`src/rtl/instruction_packer.sv`:
```
// Narrows signed 16-bit words into {opcode, 11-bit operand} instructions and writes them to sequential program-memory addresses.
// Optional macro INSTRUCTION_PACKER_SATURATE_EN clamps out-of-range words instead of dropping them.
module instruction_packer #(
    parameter int ADDR_WIDTH = 11
) (
    input  logic                  clk,
    input  logic                  reset,
    input  logic                  start,
    input  logic                  in_valid,
    output logic                  in_ready,
    input  logic [4:0]            in_opcode,
    input  logic [15:0]           in_data,
    input  logic                  in_last,
    output logic                  mem_we,
    output logic [ADDR_WIDTH-1:0] mem_addr,
    output logic [15:0]           mem_wdata,
    output logic                  done,
    output logic                  full,
    output logic                  range_err,
    output logic [ADDR_WIDTH:0]   word_count
);

    typedef enum logic [1:0] {IDLE, ACCEPT, WRITE, DONE} state_t;

    localparam logic [ADDR_WIDTH-1:0] LAST_ADDR = '1;

    state_t      state;
    logic        last_q;
    logic        fits_q;
    logic        in_fits;
    logic        write_ok;
    logic [10:0] operand;

    // The word fits 11 signed bits only when the top six bits are pure sign extension.
    assign in_fits = (in_data[15:10] == {6{in_data[15]}});

`ifdef INSTRUCTION_PACKER_SATURATE_EN
    assign operand  = in_fits ? in_data[10:0] : (in_data[15] ? 11'h400 : 11'h3FF);
    assign write_ok = 1'b1;
`else
    assign operand  = in_data[10:0];
    assign write_ok = in_fits;
`endif

    always_ff @(posedge clk) begin
        if (!reset) begin
            state      <= IDLE;
            in_ready   <= 1'b0;
            mem_we     <= 1'b0;
            mem_addr   <= '0;
            mem_wdata  <= '0;
            done       <= 1'b0;
            full       <= 1'b0;
            range_err  <= 1'b0;
            word_count <= '0;
            last_q     <= 1'b0;
            fits_q     <= 1'b0;
        end else begin
            case (state)
                IDLE: begin
                    if (start) begin
                        state      <= ACCEPT;
                        in_ready   <= 1'b1;
                        mem_addr   <= '0;
                        word_count <= '0;
                        full       <= 1'b0;
                        range_err  <= 1'b0;
                    end
                end
                ACCEPT: begin
                    if (in_valid) begin
                        state     <= WRITE;
                        in_ready  <= 1'b0;
                        mem_we    <= write_ok;
                        mem_wdata <= {in_opcode, operand};
                        last_q    <= in_last;
                        fits_q    <= in_fits;
                    end
                end
                WRITE: begin
                    mem_we <= 1'b0;
                    if (!fits_q) range_err <= 1'b1;
                    // The address parks at the top slot; full ends the session before it could wrap.
                    if (mem_we) begin
                        word_count <= word_count + 1'b1;
                        if (mem_addr == LAST_ADDR) full <= 1'b1;
                        else                       mem_addr <= mem_addr + 1'b1;
                    end
                    if (last_q || (mem_we && mem_addr == LAST_ADDR)) begin
                        state <= DONE;
                        done  <= 1'b1;
                    end else begin
                        state    <= ACCEPT;
                        in_ready <= 1'b1;
                    end
                end
                DONE: begin
                    done  <= 1'b0;
                    state <= IDLE;
                end
                default: state <= IDLE;
            endcase
        end
    end

endmodule

```
`config.mk`:
```
export PLATFORM = sky130hd
export DESIGN_NAME = instruction_packer
export DESIGN_NICKNAME = d
export VERILOG_FILES = /design/src/rtl/instruction_packer.sv
export SDC_FILE = /design/constraint.sdc
export NUM_CORES = 1
export LEC_CHECK = 0
export ABC_AREA = 1
export CAP_MARGIN = 20
export CORE_ASPECT_RATIO = 1.25
export CORE_UTILIZATION = 45
export CTS_BUF_LIST = sky130_fd_sc_hd__clkbuf_4 sky130_fd_sc_hd__clkbuf_8
export CTS_CLUSTER_SIZE = 20
export DETAILED_ROUTE_END_ITERATION = 10
export MAX_ROUTING_LAYER = met4
export PLACE_DENSITY = 0.8
export SYNTH_ARGS = -nofsm -noshare
export SYNTH_HDL_FRONTEND = slang
export SYNTH_SLANG_ARGS = --single-unit
```
`constraint.sdc`:
```
create_clock -name clk -period 1.7 [get_ports clk]
set_input_delay 0.17 -clock clk [delete_from_list [all_inputs] [get_ports clk]]
set_output_delay 0.17 -clock clk [all_outputs]
set_load 0.03 [all_outputs]
```
==> results.yml <==
power_and_ir_drop:
  power.density_mw_per_mm2: 754
  power.total_mw: 2.34
  irDropWorstVdd_v: 0.000642
  p_leak_nw: 1.20
route:
  drc_errors: 0
  drtAntennaViolNets: 0
  wirelength_mm: 5.07
  first_iter_violations: 78
  avgViaCountPerCell: 4.91
  firstDrtPassIters: 4
  routedWlPerCell_um: 11.2
  num_vias: 2216
yosys:
  syn-num-nets: 336
  syn_inst: 308
  postSynthAreaPerCell_um2: 7.02
  synth_flop_cell: "dfxtp_1"
  ys_async_sr_fraction: 0
  ys_seq_elements: 48
  syn-cell-area_mm2: 0.00216
  yosys_warnings: 0
  ys_types: 29
  synth-edff-count: 0
  seq_area_frac_synth: 0.445
clocking:
  cts-root-buf: "clkbuf_8"
  numCtsBuffers: 5
  cts-resized-gates: 0
  clk_latency_ns: 0.29
  cts.clk_slew.worst_paths_ns: 0.08
  clock_sinks: 48
  cts.htree.levels: 2
  cts_tree: "built"
  cts_max_path_buffers: 2
setup_path:
  crit-reg2reg-launch: "word_count[1]"
  path_cells: "buf_4, clkdlybuf4s50_1"
  reg2reg_depth: 8
  max_stage_delay_ns: 0.66
  required_ns: 1.53
  endpoint_kind: "output port"
  crit_type: "flop to output port"
  cp_max_fo: 4
  critical_path_arrival_ns: 1.46
  slowest_stage: "clkdlybuf4s50_1"
  rrSetupSlack_ns: 0.19
  r2r-end: "word_count[8]"
  start_kind: "flop"
timing:
  post-route-period-util: 0.956
  period_needed_ns: 1.63
  fmax_mhz: 615
  finClkSkew_ns: 0.00551
  rsz0062_at_grt: "no"
  slew-limit-headroom: 0.771
  tns_ns: 0
  finalMaxSlewViolations: 0
  setup_viol: 0
  hold_viol_final: 0
  whs_ns: 0.434
  tightest_slew_ns: 0.343
die:
  initial_utilization: 0.481
  pin_count: 70
  fp.dieW_um: 64.0
  core_area_mm2: 0.00449
  die_h_um: 79.5
  dieArea_mm2: 0.00508
  rows: 27
place:
  numPortBuffers: 69
  dp_hpwl_mm: 3.86
  place.gp.congestion: 0.844
layout:
  finalNetCount: 420
  area_delta_synth_final_pct: 43.9
  fill_cells: 386
  antenna-diode-count: 0
  layout-drive-gt1-share: 0.0814
min_path:
  holdPathEnd: "mem_wdata[5]"
  holdCritStartpoint: "in_data[5]"
  whs_path_depth: 3
  min-delay-path-class: "primary input to flop"
run_status:
  status: "finished clean"
global_routing:
  grt_max_degree: 17
  grt_pass1_wl_mm: 8.84
  gr-total-overflow: 0
  grtUsageTotal: 0.223
  grt_pass1_vias: 2105
  antenna_found_initial: 0
run:
  max_cap_violations: 0
## logic make-up after synthesis
kind of cell               count (synthesis)  synth area share
xor gates and xnor gates                   4            0.0162
DFF                                       48             0.445
AOI/OAI and AO/OA                         57             0.148
buffers and inverters                     39            0.0753
adders and majority gates                  2            0.0116
and+or+nand+nor                          158             0.305
## cell type report
type / count / area, µm² / area share
tap: 58 / 72.6 / 0.0233
multi-input combinational: 221 / 1040 / 0.333
timing repair buffer: 84 / 816 / 0.262
inverter: 32 / 125 / 0.0402
clock buffer: 8 / 97.6 / 0.0314
sequential: 48 / 962 / 0.309
## metal layers
metal	global-route usage	routed length [µm]	vias up
li1	-	-	1151
met1	0.248	2230	993
met2	0.404	2560	64
met3	0.0429	238	8
met4	0.0614	51	0
met5	-	0	-
## critical path: cells and delay by family (launching register included)
family	cells	cell delay [ns]
buffers and inverters	2	0.80
flip-flops	1	0.37
## through the flow
stage	cell area [µm²]	std cells	utilization	setup slack [ns]
after floorplan	2160	308	-	0.0203
after global placement	2990	442	0.666	0.218
after detailed placement	2990	442	0.666	0.181
after CTS	3090	450	0.688	0.0579
after global routing	3110	451	0.692	0.000879
final	3110	451	0.692	0.0740
## synthesized netlist by cell type, drive strengths merged (3+ instances only)
| cell type | n | area, µm² |
|---|---|---|
| a21oi | 36 | 180 |
| buf | 4 | 26.3 |
| clkbuf | 3 | 11.3 |
| dfxtp | 48 | 961 |
| inv | 31 | 121 |
| nand2 | 93 | 359 |
| nand3 | 18 | 95.1 |
| nand4 | 3 | 18.8 |
| nor2 | 40 | 163 |
| nor3 | 3 | 15.0 |
| o21a | 3 | 22.5 |
| o21ai | 12 | 71.3 |
| xor2 | 4 | 35.0 |
## timing repair
action | in CTS | in global routing
setup buffers | 0 | 1
hold buffers | 0 | 0
setup endpoints to repair | 0 | 4
## sequential cells by signal, indices dropped and copies added, names as in the netlist, 2 cells and up
register,cells
mem_addr,11
state,2
mem_wdata,16
word_count,12
## worst max-delay path by stage
stage | depth (start not counted) | endpoint | from
final | 2 | mem_addr[3] | mem_addr[3]
after global placement | 8 | mem_addr[5] | start
after detailed placement | 7 | word_count[11] | start
after floorplan | 9 | mem_addr[1] | mem_addr[1]
after CTS | 2 | mem_addr[3] | mem_addr[3]
after global routing | 2 | mem_addr[3] | mem_addr[3]
## power by group
| part | internal, mW | leakage [nW] | switching (mW) |
|---|---|---|---|
| clock | 0.364 | 0.0523 | 0.349 |
| combinational | 0.195 | 0.758 | 0.247 |
| sequential | 1.16 | 0.389 | 0.0258 |
## placed cells by master, fill, tap and decap left out, types with 3 or more instances in the layout
cell type,Yosys,layout
xor2_1,4,4
dfxtp_1,48,47
clkdlybuf4s50_1,0,69
buf_4,0,14
nand4_1,3,3
nand2_1,91,91
a21oi_1,36,36
nor3_1,3,3
clkbuf_8,0,6
o21a_1,3,3
inv_1,30,30
o21ai_0,10,10
nand3_1,17,17
nor2_1,37,37
Note: power is estimated with default switching activity, not from simulation.
